`src/rtl/ov7670_capture.sv`:
```
// ov7670_capture: OV7670 RGB565 byte-stream capture into an RGB444 QVGA frame buffer.
// Runs in the camera pixel-clock domain and reports per-frame completion status.
// Optional feature macro: CAPTURE_FREEZE_EN (per-frame write suppression via freeze).
//
// state   | meaning
// WAIT_VS | after reset, waiting for the first VSYNC rising edge
// SYNC    | inside VSYNC pulse, waiting for its falling edge to start a frame
// CAPTURE | frame active: assemble bytes into pixels, write, count lines
module ov7670_capture #(
  parameter int H_ACTIVE = 320,
  parameter int V_ACTIVE = 240,
  parameter int ADDR_W   = 17
) (
  input  logic              clk,
  input  logic              reset_n,
  input  logic              cam_vsync,
  input  logic              cam_href,
  input  logic [7:0]        cam_data,
  input  logic              freeze,
  output logic              we,
  output logic [ADDR_W-1:0] wAddr,
  output logic [11:0]       wData,
  output logic              frame_done,
  output logic              frame_ok
);

  localparam int X_W = $clog2(H_ACTIVE + 1);
  localparam int Y_W = $clog2(V_ACTIVE + 2);
  localparam logic [X_W-1:0] X_MAX = X_W'(H_ACTIVE);
  localparam logic [Y_W-1:0] Y_MAX = Y_W'(V_ACTIVE);
  localparam logic [Y_W-1:0] Y_SAT = Y_W'(V_ACTIVE + 1);

  typedef enum logic [1:0] {WAIT_VS, SYNC, CAPTURE} state_t;

  state_t            r_state;
  state_t            w_next;
  logic              r_vsync_d;
  logic              r_href_d;
  logic              r_phase;
  logic              r_short;
  logic [6:0]        r_byte1;
  logic [X_W-1:0]    r_x;
  logic [Y_W-1:0]    r_y;
  logic [ADDR_W-1:0] r_base;

  logic              w_vs_rise;
  logic              w_vs_fall;
  logic              w_href_fall;
  logic              w_cap_start;
  logic              w_line_close;
  logic              w_in_window;
  logic              w_block_we;
  logic [Y_W-1:0]    w_y_closed;
  logic              w_short_closed;

  assign w_vs_rise   = cam_vsync & ~r_vsync_d;
  assign w_vs_fall   = ~cam_vsync & r_vsync_d;
  assign w_href_fall = ~cam_href & r_href_d;
  assign w_cap_start = (r_state == SYNC) && w_vs_fall;
  assign w_in_window = (r_x < X_MAX) && (r_y < Y_MAX);

  // A line ends on href fall; a fall with no completed pixel is not a line.
  assign w_line_close = (r_state == CAPTURE) && w_href_fall && (r_x != '0);

  // Line/short status as they will be after closing a line on this edge, so
  // a coincident href fall and vsync rise is judged with the line included.
  assign w_y_closed     = (w_line_close && (r_y != Y_SAT)) ? r_y + 1'b1 : r_y;
  assign w_short_closed = r_short | (w_line_close && (r_x != X_MAX));

`ifdef CAPTURE_FREEZE_EN
  logic r_freeze;

  // Latch freeze once per frame, at the start of capture
  always_ff @(posedge clk or negedge reset_n) begin
    if (!reset_n)         r_freeze <= 1'b0;
    else if (w_cap_start) r_freeze <= freeze;
  end

  assign w_block_we = r_freeze;
`else
  logic w_unused;
  assign w_unused   = freeze;
  assign w_block_we = 1'b0;
`endif

  // State register
  always_ff @(posedge clk or negedge reset_n) begin
    if (!reset_n) r_state <= WAIT_VS;
    else          r_state <= w_next;
  end

  // Next-state decode from VSYNC edges
  always_comb begin
    w_next = r_state;
    case (r_state)
      WAIT_VS: if (w_vs_rise) w_next = SYNC;
      SYNC:    if (w_vs_fall) w_next = CAPTURE;
      CAPTURE: if (w_vs_rise) w_next = SYNC;
      default: w_next = WAIT_VS;
    endcase
  end

  // Edge history, byte assembly, pixel/line counters and registered outputs
  always_ff @(posedge clk or negedge reset_n) begin
    if (!reset_n) begin
      r_vsync_d  <= 1'b0;
      r_href_d   <= 1'b0;
      r_phase    <= 1'b0;
      r_short    <= 1'b0;
      r_byte1    <= '0;
      r_x        <= '0;
      r_y        <= '0;
      r_base     <= '0;
      we         <= 1'b0;
      wAddr      <= '0;
      wData      <= '0;
      frame_done <= 1'b0;
      frame_ok   <= 1'b0;
    end else begin
      r_vsync_d  <= cam_vsync;
      r_href_d   <= cam_href;
      we         <= 1'b0;
      frame_done <= 1'b0;
      if (w_cap_start) begin
        r_x     <= '0;
        r_y     <= '0;
        r_base  <= '0;
        r_phase <= 1'b0;
        r_short <= 1'b0;
      end else if (r_state == CAPTURE) begin
        if (cam_href) begin
          if (!r_phase) begin
            r_byte1 <= {cam_data[7:4], cam_data[2:0]};
            r_phase <= 1'b1;
          end else begin
            r_phase <= 1'b0;
            if (w_in_window && !w_block_we) begin
              we    <= 1'b1;
              wAddr <= r_base + ADDR_W'(r_x);
              wData <= {r_byte1[6:3], r_byte1[2:0], cam_data[7], cam_data[4:1]};
            end
            if (r_x != X_MAX) r_x <= r_x + 1'b1;
          end
        end else if (w_href_fall) begin
          r_x     <= '0;
          r_phase <= 1'b0;
          if (w_line_close) begin
            if (r_y != Y_SAT) begin
              r_y    <= r_y + 1'b1;
              r_base <= r_base + ADDR_W'(H_ACTIVE);
            end
            if (r_x != X_MAX) r_short <= 1'b1;
          end
        end
        if (w_vs_rise) begin
          frame_done <= 1'b1;
          frame_ok   <= (w_y_closed == Y_MAX) && !w_short_closed;
        end
      end
    end
  end

endmodule

```
`config.mk`:
```
export PLATFORM = sky130hd
export DESIGN_NAME = ov7670_capture
export DESIGN_NICKNAME = d
export VERILOG_FILES = /design/src/rtl/ov7670_capture.sv
export SDC_FILE = /design/constraint.sdc
export NUM_CORES = 1
export LEC_CHECK = 0
export BUFFER_PORTS_ARGS = -buffer_cell sky130_fd_sc_hd__buf_4
export CAP_MARGIN = 40
export CORE_ASPECT_RATIO = 0.9
export CORE_MARGIN = 4
export CORE_UTILIZATION = 50
export CTS_CLUSTER_DIAMETER = 50
export DETAILED_ROUTE_END_ITERATION = 10
export PLACE_DENSITY = 0.7
export SYNTH_ARGS = -nofsm -noshare
export SYNTH_HDL_FRONTEND = slang
export SYNTH_SLANG_ARGS = --single-unit
```
`constraint.sdc`:
```
create_clock -name clk -period 2.5 [get_ports clk]
set_input_delay 0.5 -clock clk [delete_from_list [all_inputs] [get_ports clk]]
set_output_delay 0.5 -clock clk [all_outputs]
set_load 0.01 [all_outputs]
```
# Word-level counts from Yosys, hierarchy flattened
# Index checks and enable logic that the tools add are counted.
# word_totals
reg_bits	79
input_bits	13
out_inout_bits	32
elab_cells	105
# op_classes
n_addsub	4
n_lt_le_gt_ge	2
eq_ne	10
n_mux	41
bitwise_logic	9
n_reduce_logical	25
# op_table
operator	count
17-bit two-way mux	6
8-bit two-way mux	7
9-bit two-way mux	6
1-bit two-way mux	19
17-bit by 9-bit adder with 17-bit output	1
17-bit by 9-bit adder with 17-bit output, second input constant	1
5-bit AND reduction	3
2-bit nonzero test	5
9-bit by 1-bit adder with 9-bit output, second input constant	1
9-bit less-than comparator, second input constant	1
9-bit != test, second input constant	1
9-bit nonzero test	1
8-bit by 1-bit adder with 8-bit output, second input constant	1
8-bit == test, second input constant	1
8-bit less-than comparator, second input constant	1
8-bit != test, second input constant	1
4-bit AND reduction	2
1-bit logical AND	7
3-bit by 1-bit != test with 1-bit output, second input constant	2
1-bit NOT	5
2-bit two-way mux	2
2-bit by 1-bit != test with 1-bit output, second input constant	2
2-bit case mux with 2 select lines	1
2-bit AND reduction	2
10 further kinds	12

# Depth between registers and ports, before layout
# logic_depth
depth_word	9
ltp_mapped	8
depth_no_buf	7

# Worst setup path after synthesis
# No wires, ideal clock.
# synth_path
kind	reg-to-reg
from	reg r_x[0]
to	reg r_y[3]
setup_ns	0.137
t_arrival_ns	1.841
required_time_ns	2.363
slack_ns	0.522
stages_incl_launch_ff	9
path_buffers	1
synth_period_minus_slack_ns	1.978
path_cell_list	dfrtp_1 inv_1 ha_1 or4b_2 o21ai_1 buf_4 nor3_1 o21ai_0 o21ai_0
# synth_between
elab_chain_len	4
# synth_lines
element	line_no	text
start: declaration	42	logic [X_W-1:0] r_x;
start signal: assignment	142	if (r_x != X_MAX) r_x <= r_x + 1'b1;
9-bit nonzero test	63	assign w_line_close = (r_state == CAPTURE) && w_href_fall && (r_x != '0);
1-bit logical AND	63	
2-bit nonzero test (no source line)	--	
5-bit AND reduction (no source line)	--	
end signal: assignment	149	r_y <= r_y + 1'b1;
end: declaration	43	logic [Y_W-1:0] r_y;
# Every way passes these cells.
# A chain may end at the register's enable or synchronous reset.

# Worst setup path in the final report
# layout_path
from	reg r_x[0]
to	reg r_y[6]
# The elaborated chain is that of the path after synthesis.

==> impl_metrics.toml <==
[run_status]
status = "completed"

[placed_design]
numPortBuffers = 43
hpwl_mm = 4.609
gp_congestion = 0.8239
placed_area_um2 = 3960

[yosys]
synth-xor-area-share_pct = 6.239
synth-adder-area-share_pct = 2.852
yosys.area_share.simple_pct = 17.61
ys_seq_area_share_pct = 52.05
synth-compound-area-share_pct = 9.198
ys_warn_count = 0
synthesis.nets = 350
avgSynthCellArea_um2 = 10.67
syn_inst = 329
synthMuxAreaShare_pct = 9.234
synth_edf_count = 0
yosys_most_used_dff = "dfrtp_1"
synth_top_family_by_area = "simple AND/OR/NAND/NOR gates"
async_flop_share_pct = 100.0
synth_seq_cells = 73
synthDistinctLibCells = 46
syn_area_um2 = 3510

[timing]
period_needed_ns = 2.213
grt_setup_unrepaired = "false"
worstMarginPinSlew_ns = 0.7455
skew_ns = 0.004968
hold_viol = 0
tns_ns = 0
setup_violations = 0
drv_slew = 0
maxSlewHeadroom_pct = 50.11
timing.fmax_ghz = 0.4520
final_min_period_over_clock_period_pct = 88.50

[setup_path]
critical_path.endpoint_type = "register"
crit_type = "reg -> reg"
cp_max_fo = 7
worst_path_largest_cell_delay_ns = 0.60
worst_path_max_delay_cell = "or4b_2"
worstPathCellList = "inv_1, ha_1, or4b_2, o21a_1, a21oi_2, a21oi_1, o21ai_0"
startpoint_type = "register"
cp.arrival_ns = 2.47
worstPathRequired_ns = 2.76

[cts]
cts_buffers = 9
postCtsHoldBufs = 0
clk_path_buf_depth = 2
cts-root-buf = "clkbuf_8"
clkTransAtPathRegs_ns = 0.07
cts_tree = "yes"
clock_latency_ns = 0.34
htreeDepth = 3
cts_setup_buffers = 0
clock_sinks = 73
cts.repair.resized = 0

[global_routing]
grt_pass1_vias = 2460
antenna_found_initial = 0
grt_max_degree = 40
overflow = 0
grtUsageTotal_pct = 17.20
grt_pass1_wl_mm = 11.34

[route]
drt-total-wl_mm = 6.599
dr.pass1.iters = 4
first_iter_violations = 74
via_count = 2567
drc_errors = 0
final_antenna_net_count = 0
routed_via_density = 5.439
wl_per_cell_um = 13.98

[floorplan]
die-height_um = 87.48
die_area_um2 = 8425
ioPinCount = 45
start_util_pct = 52.45
core_area_um2 = 6691
num_rows = 28
die_w_um = 96.31

[min_path]
min_path_type = "in -> async"

[finish]
drive_above_1_share_pct = 26.44
fin_nets = 398
final_cell_area_um2 = 4156
area_growth_pct = 18.43
fill_cells = 565
diodes = 0

[power]
power_density_nw_per_um2 = 867.8
vdd_drop_max_v = 0.0004889
p_leak_uw = 0.001882

[run]
cap_violations = 0
-- synthesized netlist by cell type, types with 8 or more instances --
library cell,instances,area share [%]
dfrtp_1,73,52
nor2_1,28,3.0
mux2_2,27,8.7
nand2_1,23,2.5
a21oi_1,18,2.6
nand3_1,17,2.4
xnor2_1,15,3.7
o21ai_0,13,1.9
nor3_1,10,1.4
xor2_1,10,2.5
inv_1,9,0.96
clkbuf_1,8,0.86
ha_1,8,2.9
-- final cells by class --
type | instances | area [µm²] | area share (%)
clock inverter | 6 | 68.82 | 1.656
sequential | 73 | 1827 | 43.95
timing repair buffer | 51 | 395.4 | 9.512
multi-input combinational | 233 | 1592 | 38.29
tap | 90 | 112.6 | 2.709
clock buffer | 10 | 127.6 | 3.070
inverter | 9 | 33.78 | 0.8128
-- per-layer routing --
metal  GRT usage, %  vias up  share of wire [%]
met5              0        -                  0
met4          5.987        0               0.88
met3          5.013        5                4.5
met2          25.58       50                 44
met1          24.02     1244                 50
li1               -     1268                  -
-- power by group --
| part | total [µW] | switching [µW] | internal [µW] |
|---|---|---|---|
| clock network | 902 | 438 | 464 |
| logic | 1000 | 460 | 542 |
| registers | 1700 | 211 | 1490 |
| total | 3610 | 1110 | 2500 |
-- cell usage in the layout, fill, tap and decap left out, types with 6 or more instances in the layout --
master / count
inv_1: 9
nand2_1: 23
ha_1: 8
dfrtp_1: 73
o21ai_0: 13
xnor2_1: 15
nor2_1: 27
o21ai_1: 6
a21oi_1: 18
buf_4: 50
nor3_1: 10
nand4_1: 7
nand3_1: 17
xor2_1: 10
clkbuf_8: 9
mux2_2: 27
-- kinds of logic (layout without fill, tap and decap cells) --
group | after synthesis | count (layout)
AND/OR/NAND/NOR | 117 | 117
flip-flops | 73 | 73
AO/OA/AOI/OAI | 54 | 54
multiplexers | 29 | 29
XOR/XNOR | 25 | 25
buffers and inverters | 23 | 76
adder cells (fa/ha/maj) | 8 | 8
-- flip-flops by register name, summed over array words and instances, names as in the netlist --
name,count
r_y,8
frame_ok,1
wAddr,17
r_state,2
r_href_d,1
r_x,9
r_vsync_d,1
r_phase,1
frame_done,1
r_base,11
r_short,1
r_byte1,7
wData,12
we,1
-- critical path, delay by kind of cell, from the launching register on --
kind,cells,cell delay (ns)
adder cells (fa/ha/maj),1,0.17
AND/OR/NAND/NOR,1,0.60
flip-flops,1,0.45
buffers and inverters,1,0.09
AO/OA/AOI/OAI,4,0.81
-- path summary, 6_finish.rpt --
check | from | endpoint | slack [ns] | depth (start not counted)
min in group clk | cam_vsync | r_vsync_d | 0.30 | 1
hold / removal | reset_n | r_y[5] | 0.10 | 1
hold reg to reg | r_short | r_short | 0.50 | 2
setup / recovery | r_x[0] | r_y[6] | 0.29 | 7
setup reg to reg | r_x[0] | r_y[6] | 0.29 | 7
max in group asynchronous | reset_n | r_byte1[4] | 1.86 | 2
-- metrics by stage --
stage / util, % / total power (µW) / std cells / hold slack (ns) / setup WS [ns]
finish: 62.12 / 3607 / 472 / 0.1012 / 0.2875
global route: 62.12 / 3866 / 472 / 0.1194 / 0.1709
CTS: 62.12 / 3658 / 472 / 0.1133 / 0.2711
detailed placement: 59.18 / 2742 / 456 / 0.4838 / 0.2834
global placement: 58.88 / 2698 / 455 / 0.4730 / 0.3902
floorplan: - / 2268 / 329 / 0.2044 / 0.5223
No activity file was read; power rests on OpenSTA's default activity.
